$ cat src/rtl/alu_drv_pkg.sv
// alu_drv_pkg: shared types and widths for the ALU command driver
package alu_drv_pkg;
  typedef enum logic [1:0] {IDLE, SETTLE, RESP} state_t;
  localparam int ALU_W = 8;
  localparam int ALU_RES_W = 16;
  localparam int ALU_SEL_W = 4;
  localparam logic [ALU_SEL_W-1:0] ALU_SEL_LAST = 4'hF;
endpackage

$ cat src/rtl/alu_rsp_reg.sv
// alu_rsp_reg: response holding register; loads on cap, holds until the valid/ready handshake
module alu_rsp_reg
  import alu_drv_pkg::*;
(
  input  logic                 clk,
  input  logic                 rst_n,
  input  logic                 cap,
  input  logic [ALU_RES_W-1:0] d_out,
  input  logic                 d_carry,
  input  logic [ALU_SEL_W-1:0] d_sel,
  input  logic                 d_last,
  input  logic                 rsp_ready,
  output logic                 rsp_valid,
  output logic [ALU_RES_W-1:0] rsp_out,
  output logic                 rsp_carry,
  output logic [ALU_SEL_W-1:0] rsp_sel,
  output logic                 rsp_last
);
  always_ff @(posedge clk or negedge rst_n) begin
    if (!rst_n) begin
      rsp_valid <= 1'b0;
      rsp_out   <= '0;
      rsp_carry <= 1'b0;
      rsp_sel   <= '0;
      rsp_last  <= 1'b0;
    end else if (cap) begin
      rsp_valid <= 1'b1;
      rsp_out   <= d_out;
      rsp_carry <= d_carry;
      rsp_sel   <= d_sel;
      rsp_last  <= d_last;
    end else if (rsp_valid && rsp_ready) begin
      rsp_valid <= 1'b0;
      rsp_last  <= 1'b0;
    end
  end
endmodule

$ cat src/rtl/alu_cmd_driver.sv
// alu_cmd_driver: handshaked one-op-at-a-time initiator for the combinational ALU
// Optional 16-select sweep enabled by defining ALU_CMD_SWEEP_EN.
module alu_cmd_driver
  import alu_drv_pkg::*;
#(
  parameter int SETTLE_CYCLES = 1
) (
  input  logic                 clk,
  input  logic                 rst_n,
  input  logic                 cmd_valid,
  output logic                 cmd_ready,
  input  logic [ALU_W-1:0]     cmd_a,
  input  logic [ALU_W-1:0]     cmd_b,
  input  logic [ALU_SEL_W-1:0] cmd_sel,
  input  logic                 sweep_start,
  output logic [ALU_W-1:0]     alu_a,
  output logic [ALU_W-1:0]     alu_b,
  output logic [ALU_SEL_W-1:0] alu_sel,
  input  logic [ALU_RES_W-1:0] alu_out,
  input  logic                 alu_carry,
  output logic                 rsp_valid,
  input  logic                 rsp_ready,
  output logic [ALU_RES_W-1:0] rsp_out,
  output logic                 rsp_carry,
  output logic [ALU_SEL_W-1:0] rsp_sel,
  output logic                 rsp_last,
  output logic                 busy,
  output logic                 sweep_done
);
  localparam logic [3:0] CNT_LOAD = 4'(SETTLE_CYCLES - 1);
  state_t state, state_d;
  logic [3:0] cnt, cnt_d;
  logic [ALU_W-1:0] a_d, b_d;
  logic [ALU_SEL_W-1:0] sel_d;
  logic sweep, sweep_d, sweep_go, cap, done_d;
`ifdef ALU_CMD_SWEEP_EN
  assign sweep_go = sweep_start && !cmd_valid;
`else
  logic unused_sweep;
  assign unused_sweep = sweep_start;
  assign sweep_go = 1'b0;
`endif
  // rst_n gating keeps cmd_ready low for the whole reset assertion
  assign cmd_ready = rst_n && state == IDLE;
  assign busy = state != IDLE;
  always_comb begin
    state_d = state;
    cnt_d   = cnt;
    sweep_d = sweep;
    a_d     = alu_a;
    b_d     = alu_b;
    sel_d   = alu_sel;
    cap     = 1'b0;
    done_d  = 1'b0;
    case (state)
      IDLE: if (cmd_valid || sweep_go) begin
        state_d = SETTLE;
        cnt_d   = CNT_LOAD;
        a_d     = cmd_a;
        b_d     = cmd_b;
        sel_d   = cmd_valid ? cmd_sel : '0;
        sweep_d = sweep_go;
      end
      SETTLE: begin
        cnt_d   = cnt != 0 ? cnt - 1'b1 : cnt;
        cap     = cnt == 0;
        state_d = cnt == 0 ? RESP : SETTLE;
      end
      RESP: if (rsp_valid && rsp_ready) begin
        if (sweep && alu_sel != ALU_SEL_LAST) begin
          sel_d   = alu_sel + 1'b1;
          cnt_d   = CNT_LOAD;
          state_d = SETTLE;
        end else begin
          state_d = IDLE;
          sweep_d = 1'b0;
          done_d  = sweep;
        end
      end
      default: state_d = IDLE;
    endcase
  end
  always_ff @(posedge clk or negedge rst_n) begin
    if (!rst_n) begin
      state      <= IDLE;
      cnt        <= '0;
      sweep      <= 1'b0;
      alu_a      <= '0;
      alu_b      <= '0;
      alu_sel    <= '0;
      sweep_done <= 1'b0;
    end else begin
      state      <= state_d;
      cnt        <= cnt_d;
      sweep      <= sweep_d;
      alu_a      <= a_d;
      alu_b      <= b_d;
      alu_sel    <= sel_d;
      sweep_done <= done_d;
    end
  end
  alu_rsp_reg u_rsp (
    .clk       (clk),
    .rst_n     (rst_n),
    .cap       (cap),
    .d_out     (alu_out),
    .d_carry   (alu_carry),
    .d_sel     (alu_sel),
    .d_last    (sweep && alu_sel == ALU_SEL_LAST),
    .rsp_ready (rsp_ready),
    .rsp_valid (rsp_valid),
    .rsp_out   (rsp_out),
    .rsp_carry (rsp_carry),
    .rsp_sel   (rsp_sel),
    .rsp_last  (rsp_last)
  );
endmodule
$ cat config.mk
export PLATFORM = sky130hd
export DESIGN_NAME = alu_cmd_driver
export DESIGN_NICKNAME = d
export VERILOG_FILES = /design/src/rtl/alu_drv_pkg.sv /design/src/rtl/alu_rsp_reg.sv /design/src/rtl/alu_cmd_driver.sv
export SDC_FILE = /design/constraint.sdc
export NUM_CORES = 1
export LEC_CHECK = 0
export CAP_MARGIN = 20
export CORE_AREA = 2 2 76 78
export CTS_CLUSTER_DIAMETER = 30
export DETAILED_ROUTE_END_ITERATION = 7
export DIE_AREA = 0 0 78 80
export PLACE_DENSITY = 0.78
export SLEW_MARGIN = 10
export SYNTH_ARGS = -nofsm -noshare
export SYNTH_HDL_FRONTEND = slang
export SYNTH_SLANG_ARGS = --single-unit
$ cat constraint.sdc
create_clock -name clk -period 1.7 [get_ports clk]
set_input_delay 0.17 -clock clk [delete_from_list [all_inputs] [get_ports clk]]
set_output_delay 0.17 -clock clk [all_outputs]
set_load 0.01 [all_outputs]
==> reports/qor.yml, run 1 <==
final_layout:
  drive_above_1_share_pct: 31.6
  utilization_pct: 58.9
  nNetsFinal: 274
  fill_cells: 449
  antenna_cells: 0
  syn_to_final_growth_pct: 57.3
power_and_ir_drop:
  ir_drop_mv: 0.988
  p_total_mw: 6.16
  powerDensity_nw_per_um2: 1930
  intPower_mw: 4.30
  p_clk_share_pct: 14.1
  p_seq_share_pct: 33.4
  pwr-share-comb_pct: 52.6
  netSwitchingPower_mw: 1.87
  p_leak_nw: 1.44
  netSwitchingFraction_pct: 30.3
detailed_routing:
  routed_wirelength_mm: 4.44
  drtIter0Drc: 35
  first_pass_iters: 2
  viasPerCell: 4.62
  ant_nets: 0
  drc: 0
  wire_per_inst_um: 14.7
  vias: 1399
floorplan:
  die-width_um: 78
  die_area_um2: 6240
  die_h_um: 80
  rows: 27
  num_io_pins: 88
  initial_core_util_pct: 37.5
  coreArea_um2: 5410
global_route:
  grt_first_pass_wirelength_mm: 7.00
  grt.overflow.total: 0
  grt_pass1_vias: 1445
  grtUsageTotal_pct: 14.4
  antenna_found_initial: 0
  grt_start_max_net_pins: 49
outcome:
  status: "finished, final reports clean"
timing:
  max_slew_margin_pct: 59.9
  rsz0062_at_grt: "yes"
  worstMarginPinSlew_ps: 602
  fmax_mhz: 603
  clock_skew_ps: 8.31
  setup_viol: 0
  slew_violations: 0
  fin_tns_setup_ps: 0
  period_share_pct: 97.5
  min_period_ps: 1660
  hold_slack_ps: 458
  timing_hold_violations_final: 0
  fin_ws_ps: 42.9
flow_run:
  cap_violations: 0
clock_network:
  cts_buffers: 5
  cts_root_buffer: "clkbuf_8"
  cts.clk_slew.worst_paths_ps: 90
  clock-sinks: 48
  cts_tree: "done"
  worstSkewPairLatency_ps: 300
  cts_buffer_depth: 2
  cts_htree_levels: 2
placement:
  hpwl_mm: 2.85
  io_buffers: 84
  gp_congestion: 0.632
  post-place-ws_ps: -17.5
synth:
  ys_seq_area_share_pct: 59.3
  synth_area_um2: 2020
  netlist_instances: 132
  ys_warn_count: 0
  synth.avg_cell_area_um2: 15.3
  ys_ff_latch: 48
  synth.distinct_cells: 22
setup_path:
  r2r_slack_ps: 40
  startpoint_type: "register"
  worstRegToRegCells: 6
  path_class: "register to register"
  cp_max_fo: 6
  critPathRequiredTime_ps: 1890
  cp.arrival_ps: 1850
  critPathCaptureType: "register"
min_path:
  whs_path_depth: 2
  hold_path_class: "primary input to register"
## registers in the layout (all words and copies together) (netlist names)
signal and cells:
alu_a 8, alu_b 8, alu_sel 4, cnt 4, state 2, u_rsp.rsp_carry 1, u_rsp.rsp_out 16, u_rsp.rsp_sel 4
u_rsp.rsp_valid 1
## cell usage after synthesis (all sizes together)
master | number | area, um^2
or4 | 1 | 7.51
nor2 | 2 | 7.51
nand2 | 6 | 22.5
o21ai | 2 | 10.0
mux2 | 42 | 541
ha | 2 | 25.0
buf | 7 | 60.1
inv | 5 | 18.8
nor2b | 1 | 6.26
or4b | 2 | 20.0
a22o | 1 | 8.76
nor3 | 2 | 10.0
o21bai | 1 | 7.51
or2 | 1 | 6.26
conb | 1 | 3.75
nand3 | 4 | 20.0
nand3b | 1 | 20.0
dfrtp | 48 | 1200
nor3b | 1 | 18.8
a21oi | 2 | 10.0
## metal layers
| layer | track usage (%) | wire, um |
|---|---|---|
| met5 | 0 | 0 |
| met4 | 4.74 | 52 |
| met3 | 4.86 | 353 |
| met2 | 22.9 | 2040 |
| met1 | 18.5 | 1990 |
## power by group through the flow
stage	Combinational (mW)	Sequential, mW	Clock (mW)
6_report	3.24	2.06	0.866
5_1_grt	3.47	2.14	0.945
3_5_place_dp	3.07	2.06	0
4_1_cts	3.09	2.05	0.896
2_1_floorplan	1.36	2.30	0
3_3_place_gp	3.01	2.03	0
## layout by cell type (no fill, tap or decap), types with 2 or more instances in the layout
| cell type | Yosys | routed |
|---|---|---|
| clkdlybuf4s50_1 | 0 | 81 |
| dfrtp_1 | 48 | 48 |
| mux2_2 | 24 | 24 |
| mux2_4 | 18 | 18 |
| buf_4 | 5 | 9 |
| nand2_1 | 6 | 6 |
| clkbuf_8 | 0 | 6 |
| inv_1 | 5 | 3 |
| nand3_1 | 4 | 3 |
| inv_2 | 0 | 2 |
| nor3_1 | 2 | 2 |
| a21oi_1 | 2 | 2 |
| o21ai_0 | 2 | 2 |
| conb_1 | 1 | 2 |
| clkbuf_16 | 0 | 2 |
| dlygate4sd2_1 | 0 | 2 |
## path summary, 6_finish.rpt
kind | end | from
worst max-delay path | u_rsp.rsp_out[5] | cnt[1]
worst min-delay path | u_rsp.rsp_valid | rsp_ready
worst max register to register | u_rsp.rsp_out[5] | cnt[1]
worst min register to register | alu_a[0] | alu_a[0]
max in group asynchronous | u_rsp.rsp_out[0] | rst_n
min in group asynchronous | u_rsp.rsp_carry | rst_n
## kinds of logic (layout without fill, tap and decap cells)
kind of cell | after synthesis | after routing | synth area share, %
AO/OA/AOI/OAI | 6 | 6 | 1.79
adder cells (fa/ha/maj) | 2 | 2 | 1.24
buffers and inverters | 12 | 110 | 3.89
flip-flops | 48 | 48 | 59.3
multiplexers | 42 | 42 | 26.7
other | 1 | 2 | 0.185
AND/OR/NAND/NOR | 21 | 21 | 6.86
## critical path, stage by stage (launching register included)
cell	delay [ps]
dfrtp_1	400
inv_2	90
ha_4	130
nor3b_4	270
nand3b_4	170
clkbuf_16	200
mux2_4	300
## metrics by stage
stage          instance area [um^2]  instances
2_1_floorplan                  2030        133
3_3_place_gp                   2970        290
3_5_place_dp                   2970        290
4_1_cts                        3110        300
5_1_grt                        3180        303
6_report                       3180        303
## timing repair
item	CTS	global route
setup buffers	1	1
endpoints found under the setup margin	20	16
hold buffers	1	0
resized for setup	2	6
cloned	0	2
hold endpoints to repair	6	0
pin swaps	0	2
## cell type report
cell class | instances | area (um^2) | share of cell area, %
clock buffer | 6 | 82.6 | 2.59
sequential | 48 | 1200 | 37.7
tap | 72 | 90.1 | 2.83
timing repair buffer | 97 | 981 | 30.8
clock inverter | 2 | 38.8 | 1.22
inverter | 5 | 18.8 | 0.589
multi-input combinational | 73 | 772 | 24.2
No activity file was read; power rests on OpenSTA's default activity.
==> run 2, diff against run 1 <==
Settings changed: CTS_BUF_LIST set to sky130_fd_sc_hd__clkbuf_8.
==> results of run 2 <==
Final layout, timing and power as in run 1 (identical DEF).
